--- src/rtl/rob_unit.sv ---
// 16-entry circular reorder buffer: allocates tags at issue, captures ALU/LSB
// broadcast results, and retires one entry per cycle in program order.
module rob_unit #(
   parameter int ROB_BITS = 4
) (
   input  logic                clk,
   input  logic                rst,
   input  logic                rdy,
   input  logic                issue_sig,
   input  logic [1:0]          issue_type,
   input  logic [4:0]          issue_rd,
   input  logic [31:0]         issue_pc,
   input  logic                issue_pred_jump,
   output logic [ROB_BITS-1:0] issue_rob_tag,
   output logic                rob_full,
   input  logic                alu_wb_sig,
   input  logic [ROB_BITS-1:0] alu_wb_tag,
   input  logic [31:0]         alu_wb_val,
   input  logic                alu_wb_jump,
   input  logic [31:0]         alu_wb_target,
   input  logic                lsb_wb_sig,
   input  logic [ROB_BITS-1:0] lsb_wb_tag,
   input  logic [31:0]         lsb_wb_val,
   input  logic [ROB_BITS-1:0] query1_tag,
   output logic                query1_ready,
   output logic [31:0]         query1_val,
   input  logic [ROB_BITS-1:0] query2_tag,
   output logic                query2_ready,
   output logic [31:0]         query2_val,
   output logic                commit_sig,
   output logic [4:0]          commit_reg,
   output logic [31:0]         commit_val,
   output logic [ROB_BITS-1:0] commit_rob_tag,
   output logic                commit_store,
   output logic                clear,
   output logic [31:0]         clear_pc
);

   localparam int DEPTH = 1 << ROB_BITS;
   localparam logic [1:0] TYPE_REG    = 2'd0;
   localparam logic [1:0] TYPE_STORE  = 2'd1;
   localparam logic [1:0] TYPE_BRANCH = 2'd2;

   logic [ROB_BITS-1:0] head_q, head_d, tail_q, tail_d;
   logic [ROB_BITS:0]   count_q, count_d;
   logic [DEPTH-1:0]    busy_q, busy_d, ready_q, ready_d;

   logic [1:0]  type_q   [DEPTH];
   logic [4:0]  rd_q     [DEPTH];
   logic [31:0] pc_q     [DEPTH];
   logic        pred_q   [DEPTH];
   logic [31:0] val_q    [DEPTH];
   logic        jump_q   [DEPTH];
   logic [31:0] target_q [DEPTH];

   logic                commit_sig_q, commit_sig_d, commit_store_q, commit_store_d;
   logic                clear_q, clear_d;
   logic [4:0]          commit_reg_q, commit_reg_d;
   logic [31:0]         commit_val_q, commit_val_d, clear_pc_q, clear_pc_d;
   logic [ROB_BITS-1:0] commit_tag_q, commit_tag_d;

   logic do_issue, do_commit, mispredict, alu_we, lsb_we;

   function automatic logic [31:0] redirect_pc(input logic jump, input logic [31:0] target,
                                               input logic [31:0] pc);
      return jump ? target : pc + 32'd4;
   endfunction

   // Same-cycle broadcast bypass so consumers never miss a result; ALU wins.
   function automatic logic [32:0] lookup(input logic [ROB_BITS-1:0] tag);
      if (alu_wb_sig && alu_wb_tag == tag) return {1'b1, alu_wb_val};
      if (lsb_wb_sig && lsb_wb_tag == tag) return {1'b1, lsb_wb_val};
      return {ready_q[tag], val_q[tag]};
   endfunction

   assign rob_full      = (count_q == (ROB_BITS+1)'(DEPTH));
   assign issue_rob_tag = tail_q;
   assign do_issue      = issue_sig && !rob_full;
   assign do_commit     = busy_q[head_q] && ready_q[head_q];
   assign mispredict    = do_commit && type_q[head_q] == TYPE_BRANCH &&
                          jump_q[head_q] != pred_q[head_q];
   assign alu_we        = alu_wb_sig && busy_q[alu_wb_tag] && !mispredict;
   assign lsb_we        = lsb_wb_sig && busy_q[lsb_wb_tag] && !mispredict;

   always_comb begin
      {query1_ready, query1_val} = lookup(query1_tag);
      {query2_ready, query2_val} = lookup(query2_tag);
   end

   always_comb begin
      head_d         = head_q;
      tail_d         = tail_q;
      count_d        = count_q;
      busy_d         = busy_q;
      ready_d        = ready_q;
      commit_sig_d   = 1'b0;
      commit_store_d = 1'b0;
      clear_d        = 1'b0;
      commit_reg_d   = commit_reg_q;
      commit_val_d   = commit_val_q;
      commit_tag_d   = commit_tag_q;
      clear_pc_d     = clear_pc_q;
      if (do_commit) begin
         commit_sig_d   = (type_q[head_q] == TYPE_REG || type_q[head_q] == TYPE_BRANCH) &&
                          rd_q[head_q] != 5'd0;
         commit_store_d = (type_q[head_q] == TYPE_STORE);
         commit_reg_d   = rd_q[head_q];
         commit_val_d   = val_q[head_q];
         commit_tag_d   = head_q;
      end
      if (mispredict) begin
         clear_d    = 1'b1;
         clear_pc_d = redirect_pc(jump_q[head_q], target_q[head_q], pc_q[head_q]);
         head_d     = '0;
         tail_d     = '0;
         count_d    = '0;
         busy_d     = '0;
         ready_d    = '0;
      end else begin
         if (alu_we) ready_d[alu_wb_tag] = 1'b1;
         if (lsb_we) ready_d[lsb_wb_tag] = 1'b1;
         if (do_commit) begin
            busy_d[head_q] = 1'b0;
            head_d         = head_q + ROB_BITS'(1);
         end
         if (do_issue) begin
            busy_d[tail_q]  = 1'b1;
            ready_d[tail_q] = 1'b0;
            tail_d          = tail_q + ROB_BITS'(1);
         end
         count_d = count_q + (ROB_BITS+1)'(do_issue) - (ROB_BITS+1)'(do_commit);
      end
   end

   always_ff @(posedge clk) begin
      if (rst) begin
         head_q         <= '0;
         tail_q         <= '0;
         count_q        <= '0;
         busy_q         <= '0;
         ready_q        <= '0;
         commit_sig_q   <= 1'b0;
         commit_store_q <= 1'b0;
         clear_q        <= 1'b0;
         commit_reg_q   <= '0;
         commit_val_q   <= '0;
         commit_tag_q   <= '0;
         clear_pc_q     <= '0;
      end else if (rdy) begin
         head_q         <= head_d;
         tail_q         <= tail_d;
         count_q        <= count_d;
         busy_q         <= busy_d;
         ready_q        <= ready_d;
         commit_sig_q   <= commit_sig_d;
         commit_store_q <= commit_store_d;
         clear_q        <= clear_d;
         commit_reg_q   <= commit_reg_d;
         commit_val_q   <= commit_val_d;
         commit_tag_q   <= commit_tag_d;
         clear_pc_q     <= clear_pc_d;
      end
   end

   // Entry payload carries no reset; busy/ready qualify it.
   always_ff @(posedge clk) begin
      if (rdy && !mispredict) begin
         if (do_issue) begin
            type_q[tail_q] <= issue_type;
            rd_q[tail_q]   <= issue_rd;
            pc_q[tail_q]   <= issue_pc;
            pred_q[tail_q] <= issue_pred_jump;
         end
         if (alu_we) begin
            val_q[alu_wb_tag]    <= alu_wb_val;
            jump_q[alu_wb_tag]   <= alu_wb_jump;
            target_q[alu_wb_tag] <= alu_wb_target;
         end
         if (lsb_we) val_q[lsb_wb_tag] <= lsb_wb_val;
      end
   end

   assign commit_sig     = commit_sig_q;
   assign commit_store   = commit_store_q;
   assign clear          = clear_q;
   assign commit_reg     = commit_reg_q;
   assign commit_val     = commit_val_q;
   assign commit_rob_tag = commit_tag_q;
   assign clear_pc       = clear_pc_q;

endmodule

--- config.mk ---
export PLATFORM = sky130hd
export DESIGN_NAME = rob_unit
export DESIGN_NICKNAME = d
export VERILOG_FILES = /design/src/rtl/rob_unit.sv
export SDC_FILE = /design/constraint.sdc
export NUM_CORES = 2
export LEC_CHECK = 0
export CORE_ASPECT_RATIO = 1.1
export CORE_UTILIZATION = 44
export CTS_BUF_LIST = sky130_fd_sc_hd__clkbuf_4 sky130_fd_sc_hd__clkbuf_8 sky130_fd_sc_hd__clkbuf_16
export DETAILED_ROUTE_END_ITERATION = 8
export GPL_ROUTABILITY_DRIVEN = 0
export GPL_TIMING_DRIVEN = 0
export MAX_ROUTING_LAYER = met4
export PLACE_DENSITY = 0.72
export SLEW_MARGIN = 20
export SYNTH_ARGS = -nofsm -noshare
export SYNTH_HDL_FRONTEND = slang
export SYNTH_SLANG_ARGS = --single-unit
--- constraint.sdc ---
create_clock -name clk -period 16.2 [get_ports clk]
set_input_delay 2.43 -clock clk [delete_from_list [all_inputs] [get_ports clk]]
set_output_delay 2.43 -clock clk [all_outputs]
set_load 0.05 [all_outputs]
# Yosys cells after proc, flatten, opt, wreduce, memory -nomap -nowiden
# Memory sizes are Yosys's and may differ from the RTL's. A register that Yosys moved wholly into a read port is not among the register bits.
# Index checks and enable logic that the tools add are counted.
word_totals:
  reg_bits: 89
  mem_bits_rw: 1680
  in_bits: 159
  output_inout_bits: 147
  word_cells: 151
  n_memories: 7
classes:
  n_addsub: 5
  magnitude_cmp: 10
  n_eq_ne: 8
  n_mux: 74
  bitwise_logic: 7
  reduce_logical: 29
memory_table:
  columns: ["memory", "depth", "word_bits", "read_ports", "rd_ports_with_merged_regs", "write_ports", "line", "source"]
  rows:
  - ["pc_q", 16, 32, 1, 1, 1, "50", "logic [31:0] pc_q [DEPTH];"]
  - ["target_q", 16, 32, 1, 1, 1, "54", "logic [31:0] target_q [DEPTH];"]
  - ["val_q", 16, 32, 3, 1, 2, "52", "logic [31:0] val_q [DEPTH];"]
  - ["rd_q", 16, 5, 1, 1, 1, "49", "logic [4:0] rd_q [DEPTH];"]
  - ["type_q", 16, 2, 1, 1, 1, "48", "logic [1:0] type_q [DEPTH];"]
  - ["jump_q", 16, 1, 1, 1, 1, "53", "logic jump_q [DEPTH];"]
  - ["1 more memories", null, null, null, null, null, null, null]
op_table:
  columns: ["op", "n"]
  rows:
  - ["33-bit 2-to-1 mux", 8]
  - ["16-bit 2-to-1 mux", 10]
  - ["4-bit 2-to-1 mux", 16]
  - ["16-bit OR", 3]
  - ["32-bit by 3-bit adder with 32-bit output, second input constant", 1]
  - ["16-bit bitwise AND", 2]
  - ["32-bit 2-to-1 mux", 1]
  - ["16-bit inverter", 2]
  - ["4-bit by 5-bit less-than comparator with 1-bit output, second input constant", 6]
  - ["1-bit 2-to-1 mux", 28]
  - ["1-bit binary-select mux with 4-bit select", 6]
  - ["1-bit logical AND", 18]
  - ["1-bit demux with 4-bit select", 4]
  - ["4-bit == test", 4]
  - ["4-bit by 1-bit >= comparator with 1-bit output, second input constant", 4]
  - ["4-bit by 1-bit adder with 4-bit output, second input constant", 2]
  - ["2-bit AND reduction", 4]
  - ["5-bit by 1-bit adder with 5-bit output", 1]
  - ["5-bit == test, second input constant", 1]
  - ["5-bit 2-to-1 mux", 1]
  - ["5-bit nonzero test", 1]
  - ["5-bit by 1-bit subtractor with 5-bit output", 1]
  - ["2-bit nonzero test", 2]
  - ["2-bit by 1-bit == test with 1-bit output, second input constant", 1]
  - ["5 further kinds", 6]

# Depth between registers and ports, before layout
logic_depth:
  depth_word: 15
  ltp_mapped: 17

# Worst setup path before layout
# Ideal clock, no wire load.
synth_timing:
  path_type: "input to output"
  from: "input port query2_tag[0]"
  to: "output port query2_val[10]"
  arrival_time_ns: 5.891
  t_required_ns: 13.770
  setup_slack_ns: 7.879
  stages: 8
  n_path_buf: 4
  cell_sequence: "clkbuf_1 clkbuf_1 buf_1 xor2_1 nor4_1 buf_2 mux2i_1 o21ai_0"
synth_via:
  elab_chain_len: 6
synth_lines:
  columns: ["element", "line", "source"]
  rows:
  - ["start: declaration", "27", "input logic [ROB_BITS-1:0] query2_tag,"]
  - ["4-bit == test", "72", "if (lsb_wb_sig && lsb_wb_tag == tag) return {1'b1, lsb_wb_val};"]
  - ["1-bit logical AND", "72", null]
  - ["1-bit 2-to-1 mux (2 in series)", "72", null]
  - ["33-bit 2-to-1 mux", "73", "return {ready_q[tag], val_q[tag]};"]
  - ["33-bit 2-to-1 mux *", "72", null]
  - ["end: declaration", "29", "output logic [31:0] query2_val,"]
# Mark *: on every way between the ends. The rest lies on a longest branch, timed or not. The select of a mux whose other input is x is not followed.

# Worst setup path in the final report
layout_timing:
  from: "input port query2_tag[0]"
  to: "output port query2_val[25]"
# The elaborated chain is that of the path after synthesis.

==> reports/qor.yml <==
status:
  status: "completed"
job:
  drv_cap: 0
global_route:
  gr-usage-met2_pct: 45.1
  antenna_found_initial: 55
  grtUsageTotal_pct: 29.2
  gr-max-usage-layer: "met2"
  grt_max_degree: 35
  grt_overflow: 0
  grt_pass1_vias: 51770
  use_met1_pct: 35.7
  gr-usage-met3_pct: 7.08
  grt_pass1_wl_mm: 394
critical_path:
  worstPathArrival_ps: 8150
  critPathBufInv: 6
  startpoint_type: "primary input"
  critPathKind: "primary input to output port"
  slowest_stage: "clkdlybuf4s50_1"
  r2r-end: "clear_pc[14]"
  path_common_cell: "buf_2"
  ff2ff_path_depth: 13
  cp-endpoint: "query2_val[25]"
  crit_path_end_kind: "output port"
  cp_cell_sequence: "clkbuf_1 -> clkbuf_1 -> buf_2 -> xor2_1 -> nor4_2 -> buf_2 -> buf_2 -> mux2i_1 -> o21ai_0 -> clkdlybuf4s50_1"
  cp_top_family: "buffers and inverters"
  cp.required_ps: 13770
  worst-path-stages: 10
  r2r_slack_ps: 10890
  critPathMaxFanout: 10
  critical-path-max-stage-delay_ps: 980
  crit_start: "query2_tag[0]"
die:
  core_area_um2: 196000
  die_height_um: 468
  die_area_um2: 199000
  ioPinCount: 306
  start_util_pct: 44.4
  die_w_um: 426
  fp-row-count: 170
routing:
  remaining_drc_errors: 0
  antenna_left: 0
  viasPerCell: 6.64
  drtIter0Drc: 9059
  routedWlPerCell_um: 36.0
  vias: 52843
  dr.pass1.iters: 7
  totalWireLength_mm: 286
logic_synthesis:
  synth-seq-cells: 1805
  synth_top_area_share_pct: 58.0
  synth_ff_type: "edfxtp_1"
  syn_area_per_cell_um2: 18.7
  yosys-top-cells-area: "edfxtp_1, mux4_2, mux2_4"
  ys_types: 74
  synth_cells: 4644
  yosysSeqAreaShare_pct: 60.9
  yosysTopAreaCell: "edfxtp_1"
  synth_area_um2: 86900
  ys_async_sr_fraction_pct: 0
  synth_fp_nets: 4819
  ys_warn_count: 0
  synth_edf_count: 1680
cts:
  clk_latency_ps: 850
  h-tree-depth: 4
  clk_pin_slew_ps: 60
  cts_hold_buf: 0
  post_cts_resized: 0
  cts_setup_buffers: 0
  cts_tree: "yes"
  root_buffer: "clkbuf_16"
  cts_buffers: 182
  cts_sinks: 1805
  clk_path_buf_depth: 3
sta:
  relSlewSlack_pct: 15.7
  post-route-period-util_pct: 65.3
  maxSlewViolCount: 0
  rsz0062_at_grt: "false"
  setup_viol: 0
  fin_skew_ps: 51.2
  worst_pin_slew_ps: 1260
  hold_viol: 0
  final.setup.tns_ps: 0
  finalCriticalPeriod_ps: 10580
  whs_ps: 454
  max_freq_mhz: 94.5
  setup_slack_ps: 5620
finish:
  fin_area_um2: 102000
  final_cell_mix: "edfxtp_1, mux4_2, mux2_2"
  syn_to_final_growth_pct: 17.0
  drive_above_1_share_pct: 37.6
  finalNonFillerCells: 7959
  layout_commonest_cell: "edfxtp_1"
  fill_cells: 15323
  fin_nets: 5357
  fin_util_pct: 52.0
  reg.largest.list: "pc_q: 512 flops, target_q: 512 flops, val_q: 512 flops"
power:
  power.density_nw_per_um2: 99.1
  p_leak_nw: 32.2
  peakVddDrop_mv: 0.105
  finalPower_mw: 10.1
placed_design:
  portBuffers: 257
  dp_slack_ps: 5940
  hpwl_mm: 195
  placed_cell_area_um2: 95400
  placed_cells: 7576
worst_hold_path:
  min_path_type: "register to register"
==> area by class of cell <==
class	instances	area [um^2]	share of cell area (%)
buffer	438	2260	2.22
timing repair buffer	354	4820	4.74
sequential	1805	53000	52.1
antenna	43	108	0.106
clock buffer	258	5300	5.21
inverter	22	92.6	0.0911
multi-input combinational	2379	32100	31.6
clock inverter	80	827	0.813
tap	2580	3230	3.17
==> kinds of logic (layout without fill, tap and decap cells) <==
logic type	count (synthesis)	count (layout)	synth area share, %
flops	1805	1805	60.9
xor+xnor	47	47	0.474
simple gates	502	502	2.77
fa+ha+maj	16	16	0.239
compound gates	365	365	2.58
other cells	0	43	0
buf+inv	460	1152	2.61
mux	1449	1449	30.4
==> routing by layer <==
metal | wire length [um] | share of wire (%)
met5 | 0 | 0
met4 | 16900 | 5.9
met3 | 34300 | 12
met2 | 136000 | 48
met1 | 99000 | 35
==> worst reg2reg max path: stages, from the launching register on <==
cell and delay (ps):
dfxtp_1 480, buf_6 250, buf_2 300, and2_1 240, clkbuf_1 570, clkbuf_1 690
a22oi_1 230, nand2_1 520, ha_1 460, nand2_1 290, nor4b_1 430, xnor2_1 230
a2111oi_2 400, a31o_2 150
==> cell usage after synthesis, types with 6 or more instances <==
cell type     n
edfxtp_1   1680
mux4_2      814
mux2_2      294
clkbuf_1    272
nand2_1     249
mux2_4      232
dfxtp_1     125
o21ai_0     123
a21oi_1     107
mux2i_1      96
nor2_1       92
buf_2        63
nand3_1      44
buf_1        41
a22oi_1      40
xor2_1       33
buf_6        26
inv_1        20
buf_4        19
a221oi_1     18
a2111oi_0    16
and3_1       16
ha_1         15
o211ai_1     14
xnor2_1      14
a32oi_1      13
buf_8        13
mux4_1       13
nor2b_1      12
and2_1       11
nor4_1       10
nand4_1       8
nor3_1        7
o22ai_1       7
or3_1         6
==> worst min path at each step <==
stage	slack [ps]	cells after the start	endpoint	start
after floorplan	440	2	count_q[3]	count_q[3]
final	450	2	commit_rob_tag[2]	commit_rob_tag[2]
after detailed placement	450	2	commit_rob_tag[2]	commit_rob_tag[2]
after global placement	450	2	commit_val[30]	commit_val[30]
after CTS	460	2	commit_val[7]	commit_val[7]
after global routing	480	2	commit_val[19]	commit_val[19]
==> where the power goes <==
part / switching [mW] / internal, mW / leakage (nW) / total (mW)
clock network: 1.87 / 2.44 / 3.05 / 4.31
registers: 0.00518 / 5.10 / 16.1 / 5.11
logic: 0.408 / 0.260 / 13.0 / 0.667
total: 2.28 / 7.80 / 32.2 / 10.1
Note: power is estimated with default switching activity, not from simulation.
